## config.mk

```make
export PLATFORM = sky130hd
export DESIGN_NAME = id_exe_pipe_stage_flat
export DESIGN_NICKNAME = d
export VERILOG_FILES = /design/src/rtl/id_exe_pipe_stage_if.sv /design/src/rtl/id_exe_pipe_stage.sv /design/src/flat_wrapper.sv
export SDC_FILE = /design/constraint.sdc
export NUM_CORES = 1
export LEC_CHECK = 0
export ABC_AREA = 1
export CELL_PAD_IN_SITES_DETAIL_PLACEMENT = 1
export CELL_PAD_IN_SITES_GLOBAL_PLACEMENT = 1
export CORE_UTILIZATION = 34
export DETAILED_ROUTE_END_ITERATION = 10
export PLACE_DENSITY = 0.85
export SYNTH_ARGS = -nofsm -noshare
export SYNTH_HDL_FRONTEND = slang
export SYNTH_SLANG_ARGS = --single-unit
export TNS_END_PERCENT = 50
```

## constraint.sdc

```tcl
create_clock -name clk -period 2.5 [get_ports clk]
set_input_delay 0.5 -clock clk [delete_from_list [all_inputs] [get_ports clk]]
set_output_delay 0.5 -clock clk [all_outputs]
set_load 0.02 [all_outputs]
```

## src/rtl/id_exe_pipe_stage_if.sv

```systemverilog
// rtl/id_exe_pipe_stage_if.sv - valid/ready handshake and decoded-instruction payload bundle
interface id_exe_pipe_stage_if #(
    parameter int REG_W   = 4,
    parameter int DATA_W  = 32,
    parameter int IMM_A_W = 19,
    parameter int IMM_B_W = 26
);
    logic               valid;
    logic               ready;
    logic [REG_W-1:0]   rd;
    logic [REG_W-1:0]   rs1;
    logic [REG_W-1:0]   rs2;
    logic [DATA_W-1:0]  d1;
    logic [DATA_W-1:0]  d2;
    logic [IMM_A_W-1:0] imm_a;
    logic [IMM_B_W-1:0] imm_b;

    modport master (
        output valid, rd, rs1, rs2, d1, d2, imm_a, imm_b,
        input  ready
    );

    modport slave (
        input  valid, rd, rs1, rs2, d1, d2, imm_a, imm_b,
        output ready
    );
endinterface

```

## src/rtl/id_exe_pipe_stage.sv

```systemverilog
// rtl/id_exe_pipe_stage.sv - ID->EXE stage register with flush and stall counter; ID_EXE_SKID_EN adds a skid entry
module id_exe_pipe_stage #(
    parameter int REG_W   = 4,
    parameter int DATA_W  = 32,
    parameter int IMM_A_W = 19,
    parameter int IMM_B_W = 26,
    parameter int CNT_W   = 16
) (
    input  logic              clk,
    input  logic              rst_n,
    input  logic              flush,
    id_exe_pipe_stage_if.slave  in_if,
    id_exe_pipe_stage_if.master out_if,
    output logic [CNT_W-1:0]  stall_cnt
);

    localparam int PAY_W = 3 * REG_W + 2 * DATA_W + IMM_A_W + IMM_B_W;

`ifdef ID_EXE_SKID_EN
    // bit0 = main entry valid, bit1 = skid entry valid
    typedef enum logic [1:0] {EMPTY = 2'b00, FULL = 2'b01, SKID = 2'b11} state_t;
`else
    typedef enum logic {EMPTY = 1'b0, FULL = 1'b1} state_t;
`endif

    state_t           state_q;
    state_t           state_d;
    logic [PAY_W-1:0] in_pay;
    logic [PAY_W-1:0] m_q;
    logic             xfer_in;
    logic             xfer_out;
    logic             m_load_in;

    assign in_pay = {in_if.rd, in_if.rs1, in_if.rs2, in_if.d1, in_if.d2, in_if.imm_a, in_if.imm_b};
    assign {out_if.rd, out_if.rs1, out_if.rs2, out_if.d1, out_if.d2, out_if.imm_a, out_if.imm_b} = m_q;

    assign xfer_in  = in_if.valid && in_if.ready;
    assign xfer_out = out_if.valid && out_if.ready;

`ifdef ID_EXE_SKID_EN
    logic [PAY_W-1:0] s_q;
    logic             m_load_s;
    logic             s_load;

    assign out_if.valid = state_q[0];
    assign in_if.ready  = !state_q[1];

    always_comb begin
        state_d   = state_q;
        m_load_in = 1'b0;
        m_load_s  = 1'b0;
        s_load    = 1'b0;
        case (state_q)
            EMPTY: begin
                if (xfer_in) begin
                    state_d   = FULL;
                    m_load_in = 1'b1;
                end
            end
            FULL: begin
                if (xfer_in && xfer_out) begin
                    m_load_in = 1'b1;
                end else if (xfer_in) begin
                    state_d = SKID;
                    s_load  = 1'b1;
                end else if (xfer_out) begin
                    state_d = EMPTY;
                end
            end
            SKID: begin
                if (xfer_out) begin
                    state_d  = FULL;
                    m_load_s = 1'b1;
                end
            end
            default: state_d = EMPTY;
        endcase
        // flush drops everything in flight, including the instruction arriving now
        if (flush) begin
            state_d   = EMPTY;
            m_load_in = 1'b0;
            m_load_s  = 1'b0;
            s_load    = 1'b0;
        end
    end

    always_ff @(negedge clk or negedge rst_n) begin
        if (!rst_n) begin
            s_q <= '0;
        end else if (s_load) begin
            s_q <= in_pay;
        end
    end

    always_ff @(negedge clk or negedge rst_n) begin
        if (!rst_n) begin
            m_q <= '0;
        end else if (m_load_in) begin
            m_q <= in_pay;
        end else if (m_load_s) begin
            m_q <= s_q;
        end
    end
`else
    assign out_if.valid = (state_q == FULL);
    // single entry: can refill in the same cycle the consumer drains it
    assign in_if.ready  = out_if.ready || !out_if.valid;

    always_comb begin
        state_d   = state_q;
        m_load_in = 1'b0;
        case (state_q)
            EMPTY: begin
                if (xfer_in) begin
                    state_d   = FULL;
                    m_load_in = 1'b1;
                end
            end
            FULL: begin
                if (xfer_in) begin
                    m_load_in = 1'b1;
                end else if (xfer_out) begin
                    state_d = EMPTY;
                end
            end
            default: state_d = EMPTY;
        endcase
        if (flush) begin
            state_d   = EMPTY;
            m_load_in = 1'b0;
        end
    end

    always_ff @(negedge clk or negedge rst_n) begin
        if (!rst_n) begin
            m_q <= '0;
        end else if (m_load_in) begin
            m_q <= in_pay;
        end
    end
`endif

    always_ff @(negedge clk or negedge rst_n) begin
        if (!rst_n) begin
            state_q <= EMPTY;
        end else begin
            state_q <= state_d;
        end
    end

    always_ff @(negedge clk or negedge rst_n) begin
        if (!rst_n) begin
            stall_cnt <= '0;
        end else if (out_if.valid && !out_if.ready && !flush && (stall_cnt != {CNT_W{1'b1}})) begin
            stall_cnt <= stall_cnt + 1'b1;
        end
    end

endmodule

```

## src/flat_wrapper.sv

```systemverilog
// flat-port wrapper written by rule: the top's interface ports become plain ports
module id_exe_pipe_stage_flat 
#(
    parameter int REG_W   = 4,
    parameter int DATA_W  = 32,
    parameter int IMM_A_W = 19,
    parameter int IMM_B_W = 26,
    parameter int CNT_W   = 16
)
  (clk, rst_n, flush, stall_cnt, in_if_valid, in_if_rd, in_if_rs1, in_if_rs2, in_if_d1, in_if_d2, in_if_imm_a, in_if_imm_b, in_if_ready, out_if_valid, out_if_rd, out_if_rs1, out_if_rs2, out_if_d1, out_if_d2, out_if_imm_a, out_if_imm_b, out_if_ready);
  id_exe_pipe_stage_if #(.REG_W(REG_W), .DATA_W(DATA_W), .IMM_A_W(IMM_A_W), .IMM_B_W(IMM_B_W)) in_if_i ();
  id_exe_pipe_stage_if #(.REG_W(REG_W), .DATA_W(DATA_W), .IMM_A_W(IMM_A_W), .IMM_B_W(IMM_B_W)) out_if_i ();
  input  logic clk;
  input  logic rst_n;
  input  logic flush;
  output logic [CNT_W-1:0] stall_cnt;
  input wire logic [$bits(in_if_i.valid)-1:0] in_if_valid;
  input wire logic [$bits(in_if_i.rd)-1:0] in_if_rd;
  input wire logic [$bits(in_if_i.rs1)-1:0] in_if_rs1;
  input wire logic [$bits(in_if_i.rs2)-1:0] in_if_rs2;
  input wire logic [$bits(in_if_i.d1)-1:0] in_if_d1;
  input wire logic [$bits(in_if_i.d2)-1:0] in_if_d2;
  input wire logic [$bits(in_if_i.imm_a)-1:0] in_if_imm_a;
  input wire logic [$bits(in_if_i.imm_b)-1:0] in_if_imm_b;
  output wire logic [$bits(in_if_i.ready)-1:0] in_if_ready;
  output wire logic [$bits(out_if_i.valid)-1:0] out_if_valid;
  output wire logic [$bits(out_if_i.rd)-1:0] out_if_rd;
  output wire logic [$bits(out_if_i.rs1)-1:0] out_if_rs1;
  output wire logic [$bits(out_if_i.rs2)-1:0] out_if_rs2;
  output wire logic [$bits(out_if_i.d1)-1:0] out_if_d1;
  output wire logic [$bits(out_if_i.d2)-1:0] out_if_d2;
  output wire logic [$bits(out_if_i.imm_a)-1:0] out_if_imm_a;
  output wire logic [$bits(out_if_i.imm_b)-1:0] out_if_imm_b;
  input wire logic [$bits(out_if_i.ready)-1:0] out_if_ready;
  assign in_if_i.valid = in_if_valid;
  assign in_if_i.rd = in_if_rd;
  assign in_if_i.rs1 = in_if_rs1;
  assign in_if_i.rs2 = in_if_rs2;
  assign in_if_i.d1 = in_if_d1;
  assign in_if_i.d2 = in_if_d2;
  assign in_if_i.imm_a = in_if_imm_a;
  assign in_if_i.imm_b = in_if_imm_b;
  assign in_if_ready = in_if_i.ready;
  assign out_if_valid = out_if_i.valid;
  assign out_if_rd = out_if_i.rd;
  assign out_if_rs1 = out_if_i.rs1;
  assign out_if_rs2 = out_if_i.rs2;
  assign out_if_d1 = out_if_i.d1;
  assign out_if_d2 = out_if_i.d2;
  assign out_if_imm_a = out_if_i.imm_a;
  assign out_if_imm_b = out_if_i.imm_b;
  assign out_if_i.ready = out_if_ready;
  id_exe_pipe_stage #(.REG_W(REG_W), .DATA_W(DATA_W), .IMM_A_W(IMM_A_W), .IMM_B_W(IMM_B_W), .CNT_W(CNT_W)) u_core (.clk(clk), .rst_n(rst_n), .flush(flush), .in_if(in_if_i), .out_if(out_if_i), .stall_cnt(stall_cnt));
endmodule
```

==> impl_metrics.env <==
export IMPL_grt_max_degree=57
export IMPL_die_w_um=130
export IMPL_ys_warn_count=0
export IMPL_drtIter0Drc=113
export IMPL_io_pins=265
export IMPL_cp_top_family="flip-flops"
export IMPL_finClkSkew_ns=0.00783
export IMPL_syn2layout_area_growth_pct=86.9
export IMPL_synth_seq_cells=138
export IMPL_drive_gt1_share_pct=51.0
export IMPL_gr_total_overflow=0
export IMPL_worst_slack_ns=-0.459
export IMPL_final_nets=884
export IMPL_antennaDiodeCount=0
export IMPL_synth_cell_types=23
export IMPL_hold_path_class="reg2reg"
export IMPL_final_common_cell="buf_6"
export IMPL_crit_fanout=3
export IMPL_io_buffers=264
export IMPL_vias=4710
export IMPL_antenna_left=0
export IMPL_placedCellCount=903
export IMPL_place_ws_ns=-0.912
export IMPL_slowest_stage="dfrtn_1"
export IMPL_setup_viol=276
export IMPL_track_usage_pct=22.4
export IMPL_path_buf_inv=2
export IMPL_wl_per_cell_um=22.3
export IMPL_synth_cells=408
export IMPL_p_leak_nw=4.72
export IMPL_p_per_area_nw_per_um2=779
export IMPL_tightest_slew_ns=0.481
export IMPL_drt_total_wl_um=22000
export IMPL_finalPower_mw=8.08
export IMPL_core_area_sq_um=15900
export IMPL_irDropWorstVdd_v=0.000502
export IMPL_syn_area_sq_um=5550
export IMPL_instances_no_fill=985
export IMPL_cap_violations=0
export IMPL_clk_path_buf_depth=2
export IMPL_syn_avg_cell_area_sq_um=13.6
export IMPL_insertion_delay_ns=0.40
export IMPL_antenna_found_initial=0
export IMPL_arrival_ns=2.46
export IMPL_cts_made_buffers=17
export IMPL_htreeDepth=4
export IMPL_grt_pass1_vias=5188
export IMPL_worst_setup_path_start_kind="register"
export IMPL_cts_tree="yes"
export IMPL_drv_slew=0
export IMPL_violations="negative setup slack"
export IMPL_cts_root_buf="clkbuf_16"
export IMPL_endpoint_kind="primary output"
export IMPL_max_stage_delay_ns=0.50
export IMPL_clkSinkCount=138
export IMPL_synth_edf_count=0
export IMPL_finalSetupTns_ns=-52.84
export IMPL_via_per_inst=4.78
export IMPL_syn_nets=535
export IMPL_place_congestion=0.790
export IMPL_rows=46
export IMPL_cp_cell_sequence="nand2_8, buf_6, buf_6"
export IMPL_dr_pass1_iters=4
export IMPL_hold_viol=0
export IMPL_route_detailed_drc=0
export IMPL_cp_common_cell="buf_6"
export IMPL_path_clk_slew_ns=0.05
export IMPL_timing_slew_headroom_pct=67.8
export IMPL_async_reset_ff_share_pct=100
export IMPL_status="finished, violations left"
export IMPL_grt_pass1_wl_um=28100
export IMPL_die_area_sq_um=16800
export IMPL_die_height_um=130
export IMPL_synth_flop_cell="dfrtn_1"
export IMPL_rsz0062_at_grt="true"
export IMPL_yosysSeqAreaShare_pct=62.2
export IMPL_required_ns=2.00
export IMPL_initial_core_util_pct=34.9
export IMPL_criticalPathCategory="reg2out"
export IMPL_post_dp_hpwl_um=13100
export IMPL_final_cell_mix="buf_6, dfrtn_1, clkdlybuf4s50_1"
routing by layer:
metal  track usage [%]  wire [um]
met2              41.1      12000
met4              9.17        582
met1              23.5       7680
met5                 0          0
met3              7.54       1750
state kept, by name, indices dropped and copies added (netlist names):
| register | flops |
|---|---|
| u_core.m_q | 121 |
| u_core.stall_cnt | 16 |
| u_core.out_if.valid | 1 |
cells in the mapped netlist, types with 2 or more instances:
| cell type | number | area [sq um] |
|---|---|---|
| nand3_1 | 7 | 35.0 |
| nor2_4 | 2 | 22.5 |
| mux2_1 | 14 | 158 |
| nor2_2 | 2 | 12.5 |
| buf_4 | 9 | 67.6 |
| xnor2_1 | 4 | 35.0 |
| nand4_1 | 4 | 25.0 |
| inv_1 | 12 | 45.0 |
| mux2_2 | 107 | 1200 |
| nand2_1 | 74 | 278 |
| nor2_1 | 17 | 63.8 |
| dfrtn_1 | 138 | 3450 |
| o21ai_0 | 2 | 10.0 |
| xor2_1 | 3 | 26.3 |
| buf_2 | 5 | 25.0 |
metrics by stage:
stage	hold WS, ns	utilization [%]	cell area (sq um)
floorplan	0.557	-	5660
global placement	0.433	55.0	8730
detailed placement	0.445	55.0	8730
CTS	0.469	61.4	9760
global route	0.490	65.3	10400
finish	0.466	65.3	10400
worst register-to-register path: stages (launching register included):
cell     delay, ns
dfrtn_1       0.43
buf_4         0.11
buf_4         0.11
ha_1          0.27
nand3_2       0.18
nor2_4        0.25
nand4_4       0.26
nand3_1       0.18
nand2_1       0.07
repair_timing:
action	CTS	global route
hold buffers	0	0
setup endpoints to repair	276	276
pin swaps	0	11
setup buffers	27	5
cloned	0	19
resized for setup	841	64
power by group:
part | internal, mW | leakage, nW | switching, mW
Combinational | 1.34 | 2.77 | 1.06
Clock | 1.76 | 0.307 | 0.995
Sequential | 2.63 | 1.65 | 0.287
Total | 5.74 | 4.72 | 2.34
layout make-up:
type,instances,area (sq um)
inverter,12,66.3
clock buffer,19,433
multi-input combinational,246,2180
timing repair buffer,342,3760
sequential,138,3450
clock inverter,12,199
tap,216,270
fill,1515,5510
cells by family (layout without fill, tap and decap cells):
family / count (synthesis) / count (layout) / share of synthesized area [%]
XOR/XNOR: 7 / 7 / 1.10
buffers and inverters: 27 / 385 / 2.75
multiplexers: 121 / 121 / 24.5
AO/OA/AOI/OAI: 3 / 3 / 0.270
flip-flops: 138 / 138 / 62.2
adder cells (fa/ha/maj): 1 / 1 / 0.225
AND/OR/NAND/NOR: 111 / 114 / 8.88
path summary, 6_finish.rpt:
check	start	to	slack [ns]	depth (start not counted)
hold reg to reg	u_core.m_q[53]$_DFFE_NN0P_	u_core.m_q[53]$_DFFE_NN0P_	0.47	1
min in group asynchronous	rst_n	u_core.m_q[17]$_DFFE_NN0P_	1.12	1
hold / removal	u_core.m_q[53]$_DFFE_NN0P_	u_core.m_q[53]$_DFFE_NN0P_	0.47	1
setup reg to reg	u_core.stall_cnt[0]$_DFFE_NN0P_	u_core.stall_cnt[9]$_DFFE_NN0P_	0.49	8
max in group asynchronous	rst_n	u_core.m_q[103]$_DFFE_NN0P_	0.84	2
setup / recovery	u_core.out_if.valid$_DFF_NN0_	in_if_ready	-0.46	3
(Power assumes the default switching activity.)
